$ cat src/rtl/rtype_fetch_ctrl.sv
// rtype_fetch_ctrl: PC/IR fetch, RV32I R-type decode and a 4-phase
// IF/ID/EX/WB sequencer driving one-cycle stage enables.
//
// Ports:
//   clk, rst_n      clock, async active-low reset
//   step, run       start one instruction (IDLE) / free-run select (WB)
//   inst_data       combinational ROM word at inst_addr
//   inst_addr       byte address = PC, word aligned
//   R_Addr_A/B      rs1 / rs2 fields of IR
//   W_Addr, ALU_OP  rd field, {IR[30], funct3}
//   en_RR/en_F      register-read (ID) / ALU capture (EX) enables
//   en_WB           write-back phase enable (WB)
//   Reg_Write       register-file write strobe (WB, legal, rd != 0)
//   busy, illegal   sequencing in progress / sticky illegal flag
module rtype_fetch_ctrl #(
    parameter int IMEM_DEPTH = 64
) (
    input  logic        clk,
    input  logic        rst_n,
    input  logic        step,
    input  logic        run,
    input  logic [31:0] inst_data,
    output logic [31:0] inst_addr,
    output logic [4:0]  R_Addr_A,
    output logic [4:0]  R_Addr_B,
    output logic [4:0]  W_Addr,
    output logic [3:0]  ALU_OP,
    output logic        en_RR,
    output logic        en_F,
    output logic        en_WB,
    output logic        Reg_Write,
    output logic        busy,
    output logic        illegal
);

    // PC is held as a word index so the byte address wraps for free.
    localparam int PCW = $clog2(IMEM_DEPTH);

    typedef enum logic [2:0] {
        S_IDLE,
        S_IF,
        S_ID,
        S_EX,
        S_WB,
        S_HALT
    } state_t;

    state_t         state;
    state_t         state_nx;
    logic [PCW-1:0] pc;
    logic [31:0]    ir;
    logic           ill_q;
    logic           legal;

    always_comb begin
        legal = 1'b0;
        if (ir[6:0] == 7'b0110011) begin
            unique case (1'b1)
                (ir[31:25] == 7'b0000000):
                    legal = 1'b1;
                (ir[31:25] == 7'b0100000):
                    legal = (ir[14:12] == 3'b000) ||
                            (ir[14:12] == 3'b101);
                default:
                    legal = 1'b0;
            endcase
        end
    end

    always_comb begin
        state_nx = state;
        unique case (state)
            S_IDLE: if (step) state_nx = S_IF;
            S_IF:   state_nx = S_ID;
            S_ID:   state_nx = legal ? S_EX : S_HALT;
            S_EX:   state_nx = S_WB;
            S_WB:   state_nx = run ? S_IF : S_IDLE;
            S_HALT: state_nx = S_HALT;
            default: state_nx = S_IDLE;
        endcase
    end

    always_ff @(posedge clk or negedge rst_n) begin
        if (!rst_n) begin
            state <= S_IDLE;
            pc    <= '0;
            ir    <= '0;
            ill_q <= 1'b0;
        end else begin
            state <= state_nx;
            if (state == S_IF)
                ir <= inst_data;
            if (state == S_WB)
                pc <= pc + PCW'(1);
            if (state == S_ID && !legal)
                ill_q <= 1'b1;
        end
    end

    assign inst_addr = {{(30 - PCW){1'b0}}, pc, 2'b00};
    assign R_Addr_A  = ir[19:15];
    assign R_Addr_B  = ir[24:20];
    assign W_Addr    = ir[11:7];
    assign ALU_OP    = {ir[30], ir[14:12]};

    // Enables come only from the state register, so they are one-hot
    // and glitch-free with respect to step/run/inst_data.
    assign en_RR     = (state == S_ID);
    assign en_F      = (state == S_EX);
    assign en_WB     = (state == S_WB);
    assign Reg_Write = (state == S_WB) && legal && (ir[11:7] != 5'd0);
    assign busy      = (state != S_IDLE) && (state != S_HALT);
    assign illegal   = ill_q;

endmodule
$ cat config.mk
export PLATFORM = sky130hd
export DESIGN_NAME = rtype_fetch_ctrl
export DESIGN_NICKNAME = d
export VERILOG_FILES = /design/src/rtl/rtype_fetch_ctrl.sv
export SDC_FILE = /design/constraint.sdc
export NUM_CORES = 1
export LEC_CHECK = 0
export ABC_AREA = 0
export CORE_UTILIZATION = 43
export DETAILED_ROUTE_END_ITERATION = 6
export PLACE_DENSITY = 0.85
export REMOVE_ABC_BUFFERS = 1
export SETUP_SLACK_MARGIN = 0.02
export SLEW_MARGIN = 10
export SYNTH_ARGS = -nofsm -noshare
export SYNTH_HDL_FRONTEND = slang
export SYNTH_SLANG_ARGS = --single-unit
$ cat constraint.sdc
create_clock -name clk -period 1.8 [get_ports clk]
set_input_delay 0.18 -clock clk [delete_from_list [all_inputs] [get_ports clk]]
set_output_delay 0.18 -clock clk [all_outputs]
set_load 0.005 [all_outputs]
==> impl_metrics.ini <==
[die]
start_util_pct = 45.7
die_w_um = 73.8
die_h_um = 73.8
core_area_mm2 = 0.00485
die_area_mm2 = 0.00544
rows = 25
ios = 93

[synthesis]
synth_flop_cell = dfrtp_1
yosysTopAreaCell = dfrtp_1
async_flop_share_pct = 100
seq_area_frac_synth_pct = 47.4
ys_top_cells_by_area = dfrtp_1, mux2_4, buf_4, buf_12, mux2_2
postSynthCellCount = 163
synth_top_area_share_pct = 47.4
synth_edf_count = 0
ys_ff_latch = 42
synthDistinctLibCells = 32
synth_area_per_cell_um2 = 13.6
netlist_area_mm2 = 0.00222
yosysWarnings = 0

[cts]
cts-root-buf = clkbuf_8
cts_buffers = 5
cts_sinks = 42
tritoncts = done
clk_latency_ps = 290
clk_pin_slew_ps = 80
cts_buffer_depth = 2
htreeDepth = 2

[power_and_ir_drop]
p_per_area_mw_per_mm2 = 1660
ir_worst_vdd_v = 0.000776
p_leak_uw = 0.00132
fin_total_pwr_uw = 4820

[routing]
dr.pass1.iters = 3
drt_wl_total_um = 3720
drc = 0
vias_per_cell = 4.27
wl_per_cell_um = 12.6
vias = 1265
route.antenna.remaining_nets = 0
drt_iter0_markers = 35

[layout]
antenna_cells = 0
drive_gt1_share_pct = 28.4
syn_to_final_growth_pct = 30.8
post-route-util_pct = 59.8
fin_cells = 296
nets = 265

[setup_path]
cp.required_ps = 1620
crit_fanout = 5
crit_path_cell_trace = nor3b_4 > buf_6 > clkdlybuf4s50_1
cpMaxStageDelayCell = clkdlybuf4s50_1
slowest_delay_ps = 490
end_kind = output pin
cp-start-kind = flip-flop
arrival_ps = 1540
worstSetupPathType = flip-flop to output pin
rrSetupSlack_ps = 250

[timing]
rsz0062_at_grt = true
fin_crit_sh_pct = 95.8
drv_slew = 0
fmax_mhz = 580
min_period_ps = 1720
hold_viol_final = 0
setup_viol = 0
relSlewSlack_pct = 59.6
tightest_slew_ps = 606
clock_skew_ps = 6.18

[flow_run]
maxCapViolations = 0

[run_status]
status = finished clean

[grt]
antenna_found_initial = 0
grt_pass1_wl_um = 6040
grt_pass1_vias = 1288
grt_start_max_net_pins = 34
track_usage_pct = 14.9
grt_overflow = 0

[placement]
dp.cells = 281
place_hpwl_um = 2690
gp_congestion = 0.706
port_buffers = 66

[min_path]
hold_path_class = primary input to asynchronous set/reset pin
layout make-up:
cell class | count | area, µm²
clock buffer | 5 | 68.8
clock inverter | 3 | 40.0
fill | 393 | 1950
inverter | 1 | 3.75
multi-input combinational | 95 | 855
sequential | 42 | 1050
tap | 67 | 83.8
timing repair buffer | 83 | 796
synthesized netlist by cell type (2+ instances only):
| cell type | instances |
|---|---|
| xnor2_1 | 3 |
| buf_4 | 45 |
| buf_12 | 3 |
| dfrtp_1 | 42 |
| o21ai_0 | 2 |
| mux2_2 | 4 |
| xor2_1 | 4 |
| nor2_1 | 4 |
| nand2_1 | 2 |
| mux2_4 | 29 |
| nor2b_1 | 2 |
| nand4_1 | 2 |
| nor3b_1 | 2 |
registers in the layout, indices dropped and copies added (netlist names):
name,cells
pc,6
state,3
illegal,1
ir,32
repair_timing:
item                       4_1_cts  5_1_grt
gates resized for setup          8        5
buffers inserted                 4        2
pin swaps                        2        5
setup endpoints to repair        4        3
hold endpoints to repair        25        0
hold buffers                     1        0
cell families after synthesis:
| group | after synthesis | synth area share [%] |
|---|---|---|
| other | 1 | 0.169 |
| AND/OR/NAND/NOR | 22 | 6.66 |
| flip-flops | 42 | 47.4 |
| multiplexers | 33 | 21.7 |
| buffers and inverters | 51 | 18.9 |
| XOR/XNOR | 7 | 2.77 |
| AO/OA/AOI/OAI | 6 | 1.86 |
| adder cells (fa/ha/maj) | 1 | 0.565 |
metrics by stage:
stage	setup TNS (ps)	worst slack, ps	hold WS [ps]	area [µm²]
global placement	0	49.7	213	2720
detailed placement	0	38.2	225	2720
floorplan	-14450	-510	-116	1900
CTS	-47.1	-47.1	448	2880
global route	-36.3	-36.3	474	2900
finish	0	76.0	435	2900
critical path: cells and delay by family, from the launching register on:
family / cells / cell delay, ps
simple gates: 1 / 230
buf+inv: 2 / 610
flops: 1 / 420
layout by cell type, fill, tap and decap left out, types with 3 or more instances in the layout:
master	netlist	routed
mux2_4	29	29
clkbuf_8	0	5
nor2_1	4	4
xor2_1	4	4
mux2_2	4	4
buf_4	45	14
dfrtp_1	42	41
clkdlybuf4s50_1	0	62
xnor2_1	3	3
conb_1	1	26
path summary, 6_finish.rpt:
| kind | from | endpoint | cells after the start |
|---|---|---|---|
| worst min-delay path | rst_n | state[0]$_DFFE_PN0P_ | 2 |
| max in group asynchronous | rst_n | ir[1]$_DFFE_PN0P_ | 3 |
| min in group clk | illegal$_DFFE_PN0P_ | illegal$_DFFE_PN0P_ | 1 |
| worst max-delay path | state[2]$_DFFE_PN0P_ | en_WB | 3 |
| worst min register to register | illegal$_DFFE_PN0P_ | illegal$_DFFE_PN0P_ | 1 |
| worst max register to register | state[1]$_DFFE_PN0P_ | ir[8]$_DFFE_PN0P_ | 4 |
where the power goes:
group / internal [µW] / switching (µW) / total (µW) / leakage [µW]
combinational: 1650 / 719 / 2370 / 0.000763
clock: 408 / 310 / 718 / 0.0000579
sequential: 1410 / 319 / 1730 / 0.000498
routing by layer:
layer,GRT usage [%],part of all wire [%],vias up
li1,-,-,608
met2,23.8,47,60
met5,0,0,-
met4,5.77,1.4,0
met1,19.4,45,592
met3,3.98,6.3,5
Power figures use the tool's default switching activity.
